===== src/rtl/regfile_clr.sv =====
// Two-read/one-write register file with registered reads, write bypass and a clear sequencer.
// Optional hard-wired zero register: define REGFILE_ZERO_REG_EN.
module regfile_clr #(
    parameter int DATA_W = 32,
    parameter int ADDR_W = 5
) (
    input  logic              clk,
    input  logic              reset,
    input  logic              clear,
    input  logic [ADDR_W-1:0] rd_addr_a,
    input  logic [ADDR_W-1:0] rd_addr_b,
    output logic [DATA_W-1:0] rd_data_a,
    output logic [DATA_W-1:0] rd_data_b,
    input  logic              wr_en,
    input  logic [ADDR_W-1:0] wr_addr,
    input  logic [DATA_W-1:0] wr_data,
    output logic              ready
);

    localparam int DEPTH = 1 << ADDR_W;

    typedef enum logic {
        S_CLEAR,
        S_IDLE
    } state_t;

    state_t            state_q, state_d;
    logic [ADDR_W-1:0] clr_idx_q, clr_idx_d;
    logic              ready_q, ready_d;
    logic [DATA_W-1:0] rd_a_q, rd_a_d;
    logic [DATA_W-1:0] rd_b_q, rd_b_d;

    logic [DATA_W-1:0] mem [DEPTH];
    logic              mem_we;
    logic [ADDR_W-1:0] mem_wa;
    logic [DATA_W-1:0] mem_wd;
    logic              wr_ok;

`ifdef REGFILE_ZERO_REG_EN
    assign wr_ok = (wr_addr != '0);
`else
    assign wr_ok = 1'b1;
`endif

    always_comb begin
        state_d   = state_q;
        clr_idx_d = clr_idx_q;
        ready_d   = ready_q;
        rd_a_d    = rd_a_q;
        rd_b_d    = rd_b_q;
        mem_we    = 1'b0;
        mem_wa    = wr_addr;
        mem_wd    = wr_data;
        unique case (state_q)
            S_CLEAR: begin
                mem_we = 1'b1;
                mem_wa = clr_idx_q;
                mem_wd = '0;
                rd_a_d = '0;
                rd_b_d = '0;
                if (clr_idx_q == ADDR_W'(DEPTH - 1)) begin
                    state_d   = S_IDLE;
                    ready_d   = 1'b1;
                    clr_idx_d = '0;
                end else begin
                    clr_idx_d = clr_idx_q + 1'b1;
                end
            end
            S_IDLE: begin
                rd_a_d = mem[rd_addr_a];
                rd_b_d = mem[rd_addr_b];
                if (clear) begin
                    // Write on the accept edge is dropped; reads see the old array.
                    state_d   = S_CLEAR;
                    clr_idx_d = '0;
                    ready_d   = 1'b0;
                end else begin
                    mem_we = wr_en && wr_ok;
                    if (mem_we && (wr_addr == rd_addr_a)) rd_a_d = wr_data;
                    if (mem_we && (wr_addr == rd_addr_b)) rd_b_d = wr_data;
                end
`ifdef REGFILE_ZERO_REG_EN
                if (rd_addr_a == '0) rd_a_d = '0;
                if (rd_addr_b == '0) rd_b_d = '0;
`endif
            end
            default: state_d = S_CLEAR;
        endcase
    end

    always_ff @(posedge clk or posedge reset) begin
        if (reset) begin
            state_q   <= S_CLEAR;
            clr_idx_q <= '0;
            ready_q   <= 1'b0;
            rd_a_q    <= '0;
            rd_b_q    <= '0;
        end else begin
            state_q   <= state_d;
            clr_idx_q <= clr_idx_d;
            ready_q   <= ready_d;
            rd_a_q    <= rd_a_d;
            rd_b_q    <= rd_b_d;
        end
    end

    // Array has no reset; the clear sequencer zeroes it after every reset.
    always_ff @(posedge clk) begin
        if (mem_we) mem[mem_wa] <= mem_wd;
    end

    assign rd_data_a = rd_a_q;
    assign rd_data_b = rd_b_q;
    assign ready     = ready_q;

endmodule


===== config.mk =====
export PLATFORM = sky130hd
export DESIGN_NAME = regfile_clr
export DESIGN_NICKNAME = d
export VERILOG_FILES = /design/src/rtl/regfile_clr.sv
export SDC_FILE = /design/constraint.sdc
export NUM_CORES = 2
export LEC_CHECK = 0
export CORE_MARGIN = 2
export CORE_UTILIZATION = 56
export CTS_CLUSTER_DIAMETER = 200
export DETAILED_ROUTE_END_ITERATION = 12
export GPL_ROUTABILITY_DRIVEN = 0
export PLACE_DENSITY_LB_ADDON = 0.05
export SLEW_MARGIN = 20
export SYNTH_ARGS = -nofsm -noshare
export SYNTH_HDL_FRONTEND = slang
export SYNTH_SLANG_ARGS = --single-unit

===== constraint.sdc =====
create_clock -name clk -period 2.97 [get_ports clk]
set_input_delay 0.7425 -clock clk [delete_from_list [all_inputs] [get_ports clk]]
set_output_delay 0.7425 -clock clk [all_outputs]
set_load 0.01 [all_outputs]

==> impl_metrics.env <==
export IMPL_outcome="finished clean"
export IMPL_final_common_cell="edfxtp_1"
export IMPL_worstMarginPinSlew_ps=1181
export IMPL_rsz0062_at_grt="no"
export IMPL_max_slew_margin_rel_pct=20.96
export IMPL_min_period_over_period_pct=92.16
export IMPL_endpoint_kind="flip-flop"
export IMPL_drive_gt1_share_pct=32.53
export IMPL_viasPerCell=7.179
export IMPL_netlist_instances=3000
export IMPL_max_freq_ghz=0.3654
export IMPL_ys_warnings_count=0
export IMPL_reg2reg_from="state_q$_DFF_PP0_"
export IMPL_r2r_end="mem[10][13]$_DFFE_PP_"
export IMPL_ir_drop_uv=545.6
export IMPL_synth_seq_area_share_pct=63.27
export IMPL_numCtsBuffers=113
export IMPL_netlist_area_um2=51410
export IMPL_ctsHoldBuffers=0
export IMPL_pwr_density_cell_nw_per_um2=718.5
export IMPL_chipHeight_um=307.0
export IMPL_critPathSlowestCell="clkdlybuf4s50_1"
export IMPL_synth_top_area_cell="edfxtp_1"
export IMPL_clk_pin_slew_ps=60
export IMPL_hold_viol=0
export IMPL_required_ps=3470
export IMPL_drt_pass1_iterations=8
export IMPL_start_util_pct=56.25
export IMPL_drtIter0Drc=4634
export IMPL_track_usage_pct=36.27
export IMPL_maxSlewViolCount=0
export IMPL_maxCapViolations=0
export IMPL_grt_pass1_wl_mm=240.0
export IMPL_post_cts_setup_buffers=0
export IMPL_rrSetupSlack_ps=620
export IMPL_setup_viol=0
export IMPL_synthToLayoutAreaGrowth_pct=17.56
export IMPL_final_cell_area_um2=60430
export IMPL_cts_tree="built"
export IMPL_io_buffer_count=115
export IMPL_synth_edf_count=1024
export IMPL_top_level_ports=116
export IMPL_die_x_um=307.0
export IMPL_criticalPathCategory="in2reg"
export IMPL_r2r_cells=6
export IMPL_cts_htree_levels=3
export IMPL_async_reset_ff_share_pct=6.484
export IMPL_hold_class="in2async"
export IMPL_antenna_found_initial=4
export IMPL_p_leak_nw=20.76
export IMPL_place_area_um2=56740
export IMPL_synth_seq_cells=1095
export IMPL_synthesis_nets=3053
export IMPL_die_area_um2=94240
export IMPL_grt_pass1_vias=33450
export IMPL_fin_total_pwr_mw=43.42
export IMPL_start_kind="input pin"
export IMPL_drt_total_wl_mm=169.5
export IMPL_worst_ep_arrival_time_ps=3230
export IMPL_drc_errors=0
export IMPL_ctsLongestPathBuffers=3
export IMPL_cts_sinks=1095
export IMPL_clock_latency_ps=710
export IMPL_final_cell_mix="1024 x edfxtp_1, 327 x mux4_2, 242 x mux2_2"
export IMPL_std_cell_rows=111
export IMPL_fin_crit_ps=2737
export IMPL_synth_top_cell_area_share_pct=59.82
export IMPL_root_buffer="clkbuf_16"
export IMPL_path_cells="clkdlybuf4s50_1, buf_4, and3b_2, buf_4, a221oi_1, o211ai_1, o211ai_1, o21ai_0"
export IMPL_synth_cell_types=51
export IMPL_max_stage_delay_ps=690
export IMPL_grt_max_degree=72
export IMPL_synth_area_top_cells="edfxtp_1 60%, mux4_2 14%, mux2_2 5.3%"
export IMPL_grt_overflow=0
export IMPL_ant_nets=0
export IMPL_place_hpwl_mm=107.5
export IMPL_clock_skew_ps=25.19
export IMPL_crit_fanout=9
export IMPL_nets=3346
export IMPL_ys_flop_type="edfxtp_1"
export IMPL_avgSynthCellArea_um2=17.14
export IMPL_cts_resized_gates=0
export IMPL_vias=32880
export IMPL_core_um2=91390
export IMPL_wl_per_cell_um=37.01
-- critical path, delay by kind of cell --
family | cells | cell delay [ps]
AND/OR/NAND/NOR | 1 | 360
AO/OA/AOI/OAI | 4 | 900
buffers and inverters | 3 | 1220
-- registers in the layout (all words and copies together), names as in the netlist --
signal and cells:
clr_idx_q 5, mem 1024, rd_data_a 32, rd_data_b 32, ready 1, state_q 1
-- worst max-delay path by stage --
stage	slack [ps]	start	endpoint
floorplan	-400	clear	mem[0][0]$_DFFE_PP_
global placement	-320	rd_addr_b[0]	rd_data_b[9]$_DFF_PP0_
detailed placement	-370	rd_addr_a[2]	rd_data_a[21]$_DFF_PP0_
CTS	260	rd_data_a[9]$_DFF_PP0_	rd_data_a[9]
global route	240	rd_data_a[9]$_DFF_PP0_	rd_data_a[9]
finish	230	rd_addr_a[2]	rd_data_a[21]$_DFF_PP0_
-- per-layer routing --
layer | track usage (%) | wire length, µm
met1 | 50.93 | 64230
met4 | 16.06 | 8323
met2 | 55.81 | 77980
met3 | 7.133 | 18960
met5 | 0 | 13
-- per-stage QoR --
stage               cells  setup WS, ps  util (%)  setup TNS, ps  hold slack, ps
finish               4580         232.9     66.13              0           475.3
global route         4577         237.9     66.12              0           490.1
CTS                  4577         259.2     66.12              0           481.7
detailed placement   4364        -365.3     62.09          -5680           575.1
global placement     4364        -321.2     62.09          -4303           544.8
floorplan            3000        -400.6         -        -307880           535.9
-- final cells by class --
type,instances,area (µm²)
Fill cell,6259,30950
Sequential cell,1095,32530
Timing Repair Buffer,418,4897
Clock buffer,160,3156
Clock inverter,53,529.3
Antenna cell,3,7.507
Inverter,67,255.2
Tap cell,1186,1484
Multi-Input combinational cell,1598,17580
-- cells in the mapped netlist (all sizes together) (10+ instances only) --
cell,number
a21oi,33
a221o,59
a221oi,63
a22oi,60
buf,137
clkbuf,103
dfrtp,71
edfxtp,1024
inv,66
mux2,243
mux2i,197
mux4,327
nand2,126
nor2,158
o211ai,123
o21ai,70
o221ai,59
xor2,10
-- where the power goes --
part	internal, mW	switching [mW]
clock network	8.18	5.99
registers	19.5	1.03
logic	3.59	5.14
total	31.3	12.2
-- logic make-up (layout without fill, tap and decap cells) --
logic type	count (synthesis)	count (layout)	share of synthesized area, %
DFF	1095	1095	63.27
muxes	767	767	23.49
buffers and inverters	307	698	3.130
AOI/OAI and AO/OA	490	490	7.251
and+or+nand+nor	327	327	2.602
other	0	3	0
xor gates and xnor gates	12	12	0.2044
adders and majority gates	2	2	0.04867
(Power assumes the default switching activity.)
